$ cat src/rtl/mem_req_scheduler_if.sv
// mem_req_scheduler_if: request, response and memory-pin bundle around the scheduler.
interface mem_req_scheduler_if #(
  parameter int ADDR_W = 4,
  parameter int DATA_W = 32
) ();
  logic              req_valid;
  logic              req_ready;
  logic              req_write;
  logic [ADDR_W-1:0] req_addr;
  logic [DATA_W-1:0] req_wdata;
  logic              rsp_valid;
  logic              rsp_ready;
  logic [DATA_W-1:0] rsp_rdata;
  logic              rsp_err;
  logic              busy;
  logic              mem_wenable;
  logic              mem_renable;
  logic [ADDR_W-1:0] mem_addr;
  logic [DATA_W-1:0] mem_wdata;
  logic [DATA_W-1:0] mem_rdata;
  logic              mem_valid;
  modport slave (
    input  req_valid, req_write, req_addr, req_wdata, rsp_ready, mem_rdata, mem_valid,
    output req_ready, rsp_valid, rsp_rdata, rsp_err, busy, mem_wenable, mem_renable, mem_addr, mem_wdata
  );
  modport master (
    output req_valid, req_write, req_addr, req_wdata, rsp_ready, mem_rdata, mem_valid,
    input  req_ready, rsp_valid, rsp_rdata, rsp_err, busy, mem_wenable, mem_renable, mem_addr, mem_wdata
  );
endinterface

$ cat src/rtl/mem_req_scheduler.sv
// mem_req_scheduler: in-order request FIFO feeding the single-port memory one command
// at a time, with captured read data returned on a backpressured response channel.
module mem_req_scheduler #(
  parameter int FIFO_DEPTH = 4,
  parameter int ADDR_W     = 4,
  parameter int DATA_W     = 32
) (
  input logic                clk,
  input logic                rst,
  mem_req_scheduler_if.slave bus
);
  localparam int PW = $clog2(FIFO_DEPTH);
  typedef enum logic [2:0] {IDLE, WR, RD, CAP, RSP} state_t;
  typedef struct packed {
    logic              w;
    logic [ADDR_W-1:0] a;
    logic [DATA_W-1:0] d;
  } cmd_t;
  state_t            state_q, state_d;
  cmd_t              fifo_q [FIFO_DEPTH];
  cmd_t              cmd_q, cmd_d, head, req;
  logic [PW-1:0]     wr_ptr_q, wr_ptr_d, rd_ptr_q, rd_ptr_d;
  logic [PW:0]       count_q, count_d;
  logic              rdy_q;
  logic [DATA_W-1:0] rdata_q, rdata_d;
  logic              err_q, err_d;
  logic              full, push, pop;

  always_comb begin
    full     = count_q == (PW+1)'(FIFO_DEPTH);
    push     = bus.req_valid && rdy_q && !full;
    head     = fifo_q[rd_ptr_q];
    req      = {bus.req_write, bus.req_addr, bus.req_wdata};
    // a pending response must be consumed before the next command may issue
    pop      = count_q != '0 && (state_q == IDLE || state_q == WR || (state_q == RSP && bus.rsp_ready));
    state_d  = pop ? (head.w ? WR : RD) :
               state_q == RD ? CAP :
               state_q == CAP ? RSP :
               (state_q == RSP && !bus.rsp_ready) ? RSP : IDLE;
    cmd_d    = pop ? head : cmd_q;
    wr_ptr_d = wr_ptr_q + PW'(push);
    rd_ptr_d = rd_ptr_q + PW'(pop);
    count_d  = count_q + (PW+1)'(push) - (PW+1)'(pop);
    rdata_d  = state_q == CAP ? bus.mem_rdata : rdata_q;
    err_d    = state_q == CAP ? !bus.mem_valid : err_q;
  end

  always_ff @(posedge clk or negedge rst) begin
    if (!rst) begin
      state_q  <= IDLE;
      cmd_q    <= '0;
      wr_ptr_q <= '0;
      rd_ptr_q <= '0;
      count_q  <= '0;
      rdy_q    <= 1'b0;
      rdata_q  <= '0;
      err_q    <= 1'b0;
    end else begin
      state_q  <= state_d;
      cmd_q    <= cmd_d;
      wr_ptr_q <= wr_ptr_d;
      rd_ptr_q <= rd_ptr_d;
      count_q  <= count_d;
      rdy_q    <= 1'b1;
      rdata_q  <= rdata_d;
      err_q    <= err_d;
    end
  end

  always_ff @(posedge clk) begin
    if (push) fifo_q[wr_ptr_q] <= req;
  end

  assign bus.req_ready   = rdy_q && !full;
  assign bus.rsp_valid   = state_q == RSP;
  assign bus.rsp_rdata   = rdata_q;
  assign bus.rsp_err     = err_q;
  assign bus.busy        = state_q != IDLE || count_q != '0;
  assign bus.mem_wenable = state_q == WR;
  assign bus.mem_renable = state_q == RD;
  assign bus.mem_addr    = cmd_q.a;
  assign bus.mem_wdata   = cmd_q.d;
endmodule
$ cat src/flat_wrapper.sv
// flat-port wrapper written by rule: the top's interface ports become plain ports
module mem_req_scheduler_flat 
#(
  parameter int FIFO_DEPTH = 4,
  parameter int ADDR_W     = 4,
  parameter int DATA_W     = 32
)
  (clk, rst, bus_req_valid, bus_req_write, bus_req_addr, bus_req_wdata, bus_rsp_ready, bus_mem_rdata, bus_mem_valid, bus_req_ready, bus_rsp_valid, bus_rsp_rdata, bus_rsp_err, bus_busy, bus_mem_wenable, bus_mem_renable, bus_mem_addr, bus_mem_wdata);
  mem_req_scheduler_if #(.ADDR_W(ADDR_W), .DATA_W(DATA_W)) bus_i ();
  input logic clk;
  input logic rst;
  input wire logic [$bits(bus_i.req_valid)-1:0] bus_req_valid;
  input wire logic [$bits(bus_i.req_write)-1:0] bus_req_write;
  input wire logic [$bits(bus_i.req_addr)-1:0] bus_req_addr;
  input wire logic [$bits(bus_i.req_wdata)-1:0] bus_req_wdata;
  input wire logic [$bits(bus_i.rsp_ready)-1:0] bus_rsp_ready;
  input wire logic [$bits(bus_i.mem_rdata)-1:0] bus_mem_rdata;
  input wire logic [$bits(bus_i.mem_valid)-1:0] bus_mem_valid;
  output wire logic [$bits(bus_i.req_ready)-1:0] bus_req_ready;
  output wire logic [$bits(bus_i.rsp_valid)-1:0] bus_rsp_valid;
  output wire logic [$bits(bus_i.rsp_rdata)-1:0] bus_rsp_rdata;
  output wire logic [$bits(bus_i.rsp_err)-1:0] bus_rsp_err;
  output wire logic [$bits(bus_i.busy)-1:0] bus_busy;
  output wire logic [$bits(bus_i.mem_wenable)-1:0] bus_mem_wenable;
  output wire logic [$bits(bus_i.mem_renable)-1:0] bus_mem_renable;
  output wire logic [$bits(bus_i.mem_addr)-1:0] bus_mem_addr;
  output wire logic [$bits(bus_i.mem_wdata)-1:0] bus_mem_wdata;
  assign bus_i.req_valid = bus_req_valid;
  assign bus_i.req_write = bus_req_write;
  assign bus_i.req_addr = bus_req_addr;
  assign bus_i.req_wdata = bus_req_wdata;
  assign bus_i.rsp_ready = bus_rsp_ready;
  assign bus_i.mem_rdata = bus_mem_rdata;
  assign bus_i.mem_valid = bus_mem_valid;
  assign bus_req_ready = bus_i.req_ready;
  assign bus_rsp_valid = bus_i.rsp_valid;
  assign bus_rsp_rdata = bus_i.rsp_rdata;
  assign bus_rsp_err = bus_i.rsp_err;
  assign bus_busy = bus_i.busy;
  assign bus_mem_wenable = bus_i.mem_wenable;
  assign bus_mem_renable = bus_i.mem_renable;
  assign bus_mem_addr = bus_i.mem_addr;
  assign bus_mem_wdata = bus_i.mem_wdata;
  mem_req_scheduler #(.FIFO_DEPTH(FIFO_DEPTH), .ADDR_W(ADDR_W), .DATA_W(DATA_W)) u_core (.clk(clk), .rst(rst), .bus(bus_i));
endmodule
$ cat config.mk
export PLATFORM = sky130hd
export DESIGN_NAME = mem_req_scheduler_flat
export DESIGN_NICKNAME = d
export VERILOG_FILES = /design/src/rtl/mem_req_scheduler_if.sv /design/src/rtl/mem_req_scheduler.sv /design/src/flat_wrapper.sv
export SDC_FILE = /design/constraint.sdc
export NUM_CORES = 1
export LEC_CHECK = 0
export ABC_AREA = 1
export CORE_MARGIN = 1.5
export CORE_UTILIZATION = 41
export DETAILED_ROUTE_END_ITERATION = 12
export PLACE_DENSITY = 0.65
export SYNTH_ARGS = -nofsm -noshare
export SYNTH_HDL_FRONTEND = slang
export SYNTH_SLANG_ARGS = --single-unit
$ cat constraint.sdc
create_clock -name clk -period 5.1 [get_ports clk]
set_input_delay 0.765 -clock clk [delete_from_list [all_inputs] [get_ports clk]]
set_output_delay 0.765 -clock clk [all_outputs]
set_load 0.02 [all_outputs]
Word-level counts from Yosys, hierarchy flattened
Memory sizes are Yosys's and may differ from the RTL's.
Index checks and enable logic that the tools add are counted.

storage, ports and cells
  flip-flop bits (word level) = 80
  bits in writable memories = 148
  input bits = 74
  output and inout bits = 74
  word-level logic and storage cells = 41
  memories = 1

memories
  memory         depth  bits a word  rd ports  clocked after memory_dff  wr ports  RTL line                 RTL
  u_core.fifo_q  4      37           1         0                         1         mem_req_scheduler.sv:20  cmd_t fifo_q [FIFO_DEPTH];

operators by class
  add/subtract/negate cells = 4
  equality and inequality tests = 5
  multiplexer cells = 7
  reductions and logical operators = 15

operators by type and width
  cell                                                             number
  3-bit two-way mux                                                4
  3-bit by 2-bit == test with 1-bit output, second input constant  2
  3-bit == test, second input constant                             2
  1-bit logical AND                                                6
  3-bit nonzero test                                               2
  2-bit by 1-bit adder with 2-bit output                           2
  3-bit by 1-bit adder with 3-bit output                           1
  3-bit by 1-bit == test with 1-bit output, second input constant  1
  1-bit zero test                                                  3
  3-bit zero test                                                  1
  1-bit logical OR                                                 3
  3-bit by 1-bit subtractor with 3-bit output                      1
  1-bit two-way mux                                                2
  2-bit two-way mux                                                1

Depth between registers and ports, before layout
Gate-level depths: netlist (run 1).

  word-level depth = 6
  mapped depth = 12
  depth with buffers taken out = 11

Worst setup path after synthesis (run 1)
OpenSTA, ideal clock, no wires.

  kind = input port to flip-flop
  from = input bus_req_valid
  to = memory u_core.fifo_q[0][0] in the netlist's numbering, enable pin
  arrival time = 3.460 ns
  data required time = 4.623 ns
  path slack = 1.162 ns
  stages on the path = 2
  path buffers = 0
  cells stage by stage = nand3_1 > nor3_1

between the ends
  longest elaborated chain between the ends = 4

RTL lines
  element                                  RTL line                 RTL
  start, declared                          flat_wrapper.sv:12       input wire logic [$bits(bus_i.req_valid)-1:0] bus_req_valid;
  1-bit logical AND (2 in series)          mem_req_scheduler.sv:31  push = bus.req_valid && rdy_q && !full;
  1-bit two-way mux                        mem_req_scheduler.sv:71  if (push) fifo_q[wr_ptr_q] <= req;
  1-bit two-way mux (not written as such)  mem_req_scheduler.sv:71
  end, declared                            mem_req_scheduler.sv:20

No other way between the ends.

Worst setup path after layout (run 1)
  from = input bus_rsp_ready
  to = register u_core.count_q[2]

between the ends
  longest elaborated chain between the ends = 4

RTL lines
  element                                      RTL line                 RTL
  start, declared                              flat_wrapper.sv:16       input wire logic [$bits(bus_i.rsp_ready)-1:0] bus_rsp_ready;
  1-bit logical AND                            mem_req_scheduler.sv:35  pop = count_q != '0 && (state_q == IDLE || state_q == WR || (state_q == RSP && bus.rsp_ready));
  1-bit logical OR                             mem_req_scheduler.sv:35
  1-bit logical AND                            mem_req_scheduler.sv:35
  3-bit by 1-bit subtractor with 3-bit output  mem_req_scheduler.sv:43  count_d = count_q + (PW+1)'(push) - (PW+1)'(pop);
  net u_core.count_d[2]                        mem_req_scheduler.sv:23  logic [PW:0] count_q, count_d;
  end signal, assigned                         mem_req_scheduler.sv:63  count_q <= count_d;
  end, declared                                mem_req_scheduler.sv:23

The timed path passes the listed nets, and every way through them passes these cells.
A chain may end at the register's enable or synchronous reset.

==> flow_summary.yaml, run 1 <==
routing:
  detailroute.via_count: 6187
  ant_nets: 0
  detail_route.first_pass.iterations: 5
  dr.first_iter.drc_count: 482
  wl_per_cell_um: 13.7
  drc: 0
  post_drt_via_cell_ratio: 4.48
  wl_um: 18900
clock_tree:
  cts.sinks: 228
  clock_latency_ns: 0.52
  clock_pin_slew_on_the_worst_setup_and_hold_paths_ns: 0.06
  cts_hold_buffers: 0
  clk_root_buffer_cell: "sky130_fd_sc_hd__clkbuf_16"
  max-clock-path-buffers: 3
  cts_tree: "done"
  postCtsResizedCells: 0
  htree_levels: 1
  cts_inserted_buffers: 25
  post-cts-setup-buffer-count: 0
pwr:
  p_switching_mw: 2.62
  cellInternalPower_mw: 4.62
  p_per_area_nw_per_um2: 605
  leakage_nw: 5.60
  comb_power_share_pct: 36.7
  pwr-share-seq_pct: 37.5
  p_sw_share_pct: 36.2
  vdd.ir_drop.worst_uv: 325
  total_power_mw: 7.24
  clock_power_share_pct: 25.7
cells_and_area:
  design.final.nets: 1157
  postLayoutCellArea_um2: 12000
  antenna-diode-count: 0
  layout-drive-gt1-share_pct: 6.02
  area_used_by_multi_input_combinational_logic_um2: 2050
  layout.area.seq_um2: 6450
  final.fill_count: 1949
  final_core_util_pct: 53.1
  area_growth_syn_to_layout_pct: 27.4
  final_cells: 1382
job:
  max_cap_viol_count: 0
synth:
  ys_seq_area_share_pct: 68.5
  yosys.area_share.adder_pct: 0.745
  yosysMostFrequentCell: "sky130_fd_sc_hd__nand2_1"
  combinational_family_with_the_most_area_after_synthesis: "simple AND/OR/NAND/NOR gates"
  synth_common_cells: "sky130_fd_sc_hd__nand2_1 (339), sky130_fd_sc_hd__inv_1 (191), sky130_fd_sc_hd__edfxtp_1 (148), sky130_fd_sc_hd__dfrtp_1 (80), sky130_fd_sc_hd__nand3_1 (77)"
  synth_largest_type_area_fraction_pct: 47.3
  net_count_synth: 1013
  synth_simple_gate_area_share_pct: 18.5
  synthesis.instances: 934
  synthDistinctLibCells: 24
  netlist_top_cells_area: "sky130_fd_sc_hd__edfxtp_1 (47%), sky130_fd_sc_hd__dfrtp_1 (21%), sky130_fd_sc_hd__nand2_1 (14%)"
  yosys-mux-area-fraction_pct: 0
  synth_warnings: 0
  yosys_register_bits: 228
  synth_edf_count: 148
  synth_flop_cell: "sky130_fd_sc_hd__edfxtp_1"
  synthesis.area_um2: 9410
  share_of_flip_flops_with_an_asynchronous_set_or_reset_after_synthesis_pct: 35.1
  synth.avg_cell_area_um2: 10.1
  parity_gate_share_of_the_synthesized_area_counting_xor_and_xnor_cells_pct: 0.372
  netlist.top_cell.by_area: "sky130_fd_sc_hd__edfxtp_1"
  synth-compound-area-share_pct: 1.81
placed_design:
  place.detailed.hpwl_um: 10800
  placement.io_buffers: 147
  place_inst: 1336
  placement.cell_area_um2: 11100
  pre_cts_slack_ns: 1.85
  gpl.final_weighted_congestion: 0.737
setup_path:
  path_max_fanout: 40
  critical_path_arrival_ns: 3.13
  timing.critical_path.required_ns: 5.54
  worst-setup-path-type: "in -> reg"
  cp-start-kind: "input port"
  worst_setup_ep_type: "flip-flop"
timing:
  min_period_ns: 2.68
  timing.setup.tns_ns: 0
  hold_slack_ns: 0.441
  maxClockFrequency_mhz: 373
  slew_headroom_pct: 27.9
  number_of_hold_slack_violations_in_the_final_timing_report: 0
  count_of_final_max_slew_check_failures: 0
  max_slew.worst_pin.slew_ns: 1.08
  smallest_setup_slack_after_layout_ns: 2.42
  grt_setup_unrepaired: "no"
  final.period_utilization_pct: 52.6
  setup_skew_ns: 0.00955
  setup_viol_count_final: 0
outcome:
  outcome: "finished, final reports clean"
die:
  die_area_um2: 23900
  core_um2: 22600
  die-width_um: 154
  die_h_um: 154
  fp-row-count: 55
  initial_core_util_pct: 41.7
  top_level_port_count: 148
global_routing:
  grt_max_degree: 81
  global_route.overflow_total: 0
  global_route.peak_usage_layer: "met2"
  grt.met1_usage_pct: 21.4
  global_route.usage.met2_pct: 27.7
  grt_pass1_vias: 5969
  globalRouteTotalUtil_pct: 16.2
  met3_usage_pct: 3.08
  antenna_found_initial: 1
  grt_first_pass_wirelength_um: 30800
hold_path:
  class_of_the_worst_hold_path: "in -> async"
==> power by group through the flow <==
| stage | logic, mW | registers (mW) | clock network (mW) |
|---|---|---|---|
| 2_1_floorplan | 1.41 | 3.01 | 0 |
| 3_3_place_gp | 2.65 | 2.74 | 0 |
| 3_5_place_dp | 2.71 | 2.75 | 0 |
| 4_1_cts | 2.72 | 2.72 | 1.91 |
| 5_1_grt | 2.99 | 2.77 | 1.99 |
| 6_report | 2.66 | 2.72 | 1.86 |
==> critical path: stages <==
cell and delay [ns]:
sky130_fd_sc_hd__clkdlybuf4s50_1 0.47, sky130_fd_sc_hd__nand2_1 0.05, sky130_fd_sc_hd__nand2_1 0.09, sky130_fd_sc_hd__inv_2 0.05, sky130_fd_sc_hd__nor2_4 0.08, sky130_fd_sc_hd__buf_4 0.41
sky130_fd_sc_hd__ha_1 0.20, sky130_fd_sc_hd__inv_1 0.04, sky130_fd_sc_hd__ha_1 0.20, sky130_fd_sc_hd__fa_1 0.38, sky130_fd_sc_hd__xnor2_1 0.19, sky130_fd_sc_hd__xor2_1 0.17
==> per-layer routing <==
metal  vias to the layer above  wire (µm)
li1                       3167          -
met1                      2832       8580
met2                       164       8990
met3                        22       1060
met4                         2        291
met5                         -         13
==> cells by family after synthesis <==
| group | Yosys count |
|---|---|
| compound gates | 34 |
| fa+ha+maj | 5 |
| other cells | 1 |
| xor+xnor | 4 |
| flops | 228 |
| buf+inv | 232 |
| simple gates | 430 |
==> layout make-up <==
cell class / count / area share [%]
multi-input cells: 474 / 17.1
clock inverters: 16 / 1.64
well taps: 285 / 2.98
clock buffers: 30 / 5.63
flip-flops and latches: 228 / 53.8
repair buffers: 155 / 12.8
inverters: 194 / 6.08
==> final timing paths <==
kind                                          startpoint                        to  slack (ns)  depth (start not counted)
worst max register to register         u_core.count_q[1]         u_core.count_q[2]        2.63                         11
min in group clk                u_core.bus.mem_wdata[13]  u_core.bus.mem_wdata[13]        0.48                          2
worst min register to register  u_core.bus.mem_wdata[13]  u_core.bus.mem_wdata[13]        0.48                          2
max in group asynchronous                            rst        u_core.rd_ptr_q[0]        3.91                          1
worst max-delay path                       bus_rsp_ready         u_core.count_q[2]        2.42                         12
worst min-delay path                                 rst  u_core.bus.mem_wdata[30]        0.44                          1
==> cell usage in the layout (no fill, tap or decap), drive strengths merged, types with 2 or more instances in the layout <==
master,Yosys,routed
clkinvlp,0,2
clkdlybuf4s50,0,146
ha,4,4
edfxtp,148,148
xor2,3,3
dfrtp,80,80
clkinv,0,9
bufinv,0,4
inv,194,195
buf,29,9
nand2,341,341
nand3,78,78
o21ai,34,34
nor2,3,3
clkbuf,9,30
nor3,6,6
==> state kept, by name, summed over array words and instances (netlist names), 2 cells and up <==
| name | count |
|---|---|
| u_core.bus.rsp_rdata | 32 |
| u_core.count_q | 3 |
| u_core.rd_ptr_q | 2 |
| u_core.bus.mem_wdata | 32 |
| u_core.wr_ptr_q | 2 |
| u_core.bus.mem_addr | 4 |
| u_core.state_q | 3 |
| u_core.fifo_q | 148 |
Note: power is estimated with default switching activity, not from simulation.
==> inputs of run 2 (changes only) <==
==> constraint.sdc (replaced) <==
create_clock -name clk -period 2.7 [get_ports clk]
set_input_delay 0.405 -clock clk [delete_from_list [all_inputs] [get_ports clk]]
set_output_delay 0.405 -clock clk [all_outputs]
set_load 0.02 [all_outputs]
==> flow_summary.yaml, run 2 (synthesized netlist as in run 1, its figures left out) <==
global_routing:
  antenna_found_initial: 3
  globalRouteTotalUtil_pct: 16.2
  global_route.overflow_total: 0
  grt_pass1_vias: 6089
  grt_max_degree: 77
  grt_first_pass_wirelength_um: 30800
clock_tree:
  htree_levels: 1
  clk_root_buffer_cell: "sky130_fd_sc_hd__clkbuf_16"
  post-cts-setup-buffer-count: 0
  clock_pin_slew_on_the_worst_setup_and_hold_paths_ns: 0.06
  max-clock-path-buffers: 3
  clock_latency_ns: 0.51
  cts_hold_buffers: 1
  postCtsResizedCells: 0
  cts_inserted_buffers: 25
  cts_tree: "done"
  cts.sinks: 228
setup_path:
  path_max_fanout: 4
  worst_r2r_path_depth: 10
  cp-start-kind: "flip-flop"
  timing.critical_path.required_ns: 2.30
  critical_path_arrival_ns: 1.92
  worst_setup_ep_type: "primary output"
  worst-setup-path-type: "reg -> out"
  reg2reg_slack_ns: 0.62
cells_and_area:
  final_cells: 1388
  design.final.nets: 1163
  area_growth_syn_to_layout_pct: 28.7
  layout-drive-gt1-share_pct: 6.26
  final_core_util_pct: 53.6
  largest-register: "u_core.fifo_q"
  postLayoutCellArea_um2: 12100
  largest_reg_flops: 148
  commonest_cells_after_routing_fill_and_taps_aside: "sky130_fd_sc_hd__nand2_1 (339), sky130_fd_sc_hd__inv_1 (190), sky130_fd_sc_hd__edfxtp_1 (148)"
  most_common_cell_after_layout_fill_and_taps_aside: "sky130_fd_sc_hd__nand2_1"
hold_path:
  worst_hold_path.num_cells: 3
  class_of_the_worst_hold_path: "in -> reg"
routing:
  post_drt_via_cell_ratio: 4.47
  detailroute.via_count: 6211
  drc: 0
  wl_um: 19200
  ant_nets: 0
  dr.first_iter.drc_count: 347
  detail_route.first_pass.iterations: 4
  wl_per_cell_um: 13.9
timing:
  setup_viol_count_final: 0
  setup_skew_ns: 0.00918
  number_of_hold_slack_violations_in_the_final_timing_report: 0
  slew_headroom_pct: 31.9
  max_slew.worst_pin.slew_ns: 1.02
  maxClockFrequency_mhz: 430
  count_of_final_max_slew_check_failures: 0
  final.period_utilization_pct: 86.0
  min_period_ns: 2.32
  grt_setup_unrepaired: "no"
placed_design:
  place_inst: 1341
  placement.io_buffers: 147
  placement.cell_area_um2: 11200
  gpl.final_weighted_congestion: 0.717
  place.detailed.hpwl_um: 11300
pwr:
  p_per_area_nw_per_um2: 1150
  total_power_mw: 13.9
  leakage_nw: 5.65
  vdd.ir_drop.worst_uv: 665
job:
  max_cap_viol_count: 0
die:
  fp-row-count: 55
  top_level_port_count: 148
  die_h_um: 154
  die_area_um2: 23900
  core_um2: 22600
  die-width_um: 154
  initial_core_util_pct: 41.7
outcome:
  outcome: "finished, final reports clean"
## run 2: cell count changes in the layout (fill, tap and decap cells not counted)
cell / previous run / this run
sky130_fd_sc_hd__buf_12: 0 / 4
sky130_fd_sc_hd__buf_4: 9 / 10
sky130_fd_sc_hd__bufinv_16: 4 / 6
sky130_fd_sc_hd__clkbuf_1: 2 / 1
sky130_fd_sc_hd__clkinv_1: 3 / 5
sky130_fd_sc_hd__clkinv_2: 6 / 4
sky130_fd_sc_hd__clkinvlp_4: 2 / 1
sky130_fd_sc_hd__diode_2: 0 / 1
sky130_fd_sc_hd__dlygate4sd3_1: 0 / 1
sky130_fd_sc_hd__inv_16: 1 / 0
## run 2: critical path, cell delays in order (launching register included)
cell and delay (ns):
sky130_fd_sc_hd__dfrtp_1 0.40, sky130_fd_sc_hd__inv_1 0.11, sky130_fd_sc_hd__nor3_1 0.24, sky130_fd_sc_hd__clkdlybuf4s50_1 0.66
## run 2: through the flow
step,hold slack (ns),setup TNS (ns),setup slack [ns]
after detailed placement,0.465,0,0.323
final,0.453,0,0.377
after CTS,0.433,0,0.336
after floorplan,0.109,-142.53,-0.963
after global routing,0.451,0,0.268
after global placement,0.462,0,0.331
## run 2: routing by layer
metal	share of wire, %	vias up	global-route usage (%)	routed length [µm]
li1	-	3180	-	-
met1	44	2847	20.5	8510
met2	48	148	28.5	9220
met3	5.9	32	3.28	1140
met4	1.7	4	3.89	336
met5	0.12	-	0	23
## run 2: final timing paths
kind,startpoint,to
worst max-delay path,u_core.state_q[1],bus_mem_renable
worst min-delay path,bus_mem_rdata[8],u_core.bus.rsp_rdata[8]
worst max register to register,u_core.count_q[1],u_core.count_q[2]
worst min register to register,u_core.bus.mem_wdata[28],u_core.bus.mem_wdata[28]
max in group asynchronous,rst,u_core.bus.rsp_rdata[0]
min in group asynchronous,rst,u_core.bus.rsp_rdata[9]
## run 2: final cells by class
cell class	instances	area, µm²
flip-flops and latches	228	6450
clock inverters	16	226
repair buffers	161	1630
well taps	285	357
clock buffers	29	671
multi-input cells	474	2050
fillers	1939	10500
diodes	1	2.50
inverters	194	728
## run 2: power by group
| group | switching [mW] | total, mW | leakage [nW] | internal, mW |
|---|---|---|---|---|
| logic | 3.20 | 5.20 | 2.89 | 2.00 |
| clock network | 1.33 | 3.66 | 0.439 | 2.34 |
| registers | 0.391 | 5.01 | 2.32 | 4.62 |
| total | 4.92 | 13.9 | 5.65 | 8.96 |
==> inputs of run 3 (changes only) <==
--- a/config.mk
+++ b/config.mk
@@ -10,6 +10,7 @@
 export CORE_UTILIZATION = 41
 export DETAILED_ROUTE_END_ITERATION = 12
 export PLACE_DENSITY = 0.65
+export SKIP_LAST_GASP = 1
 export SYNTH_ARGS = -nofsm -noshare
 export SYNTH_HDL_FRONTEND = slang
 export SYNTH_SLANG_ARGS = --single-unit
==> results of run 3 <==
Final layout, timing and power as in run 2 (identical DEF).
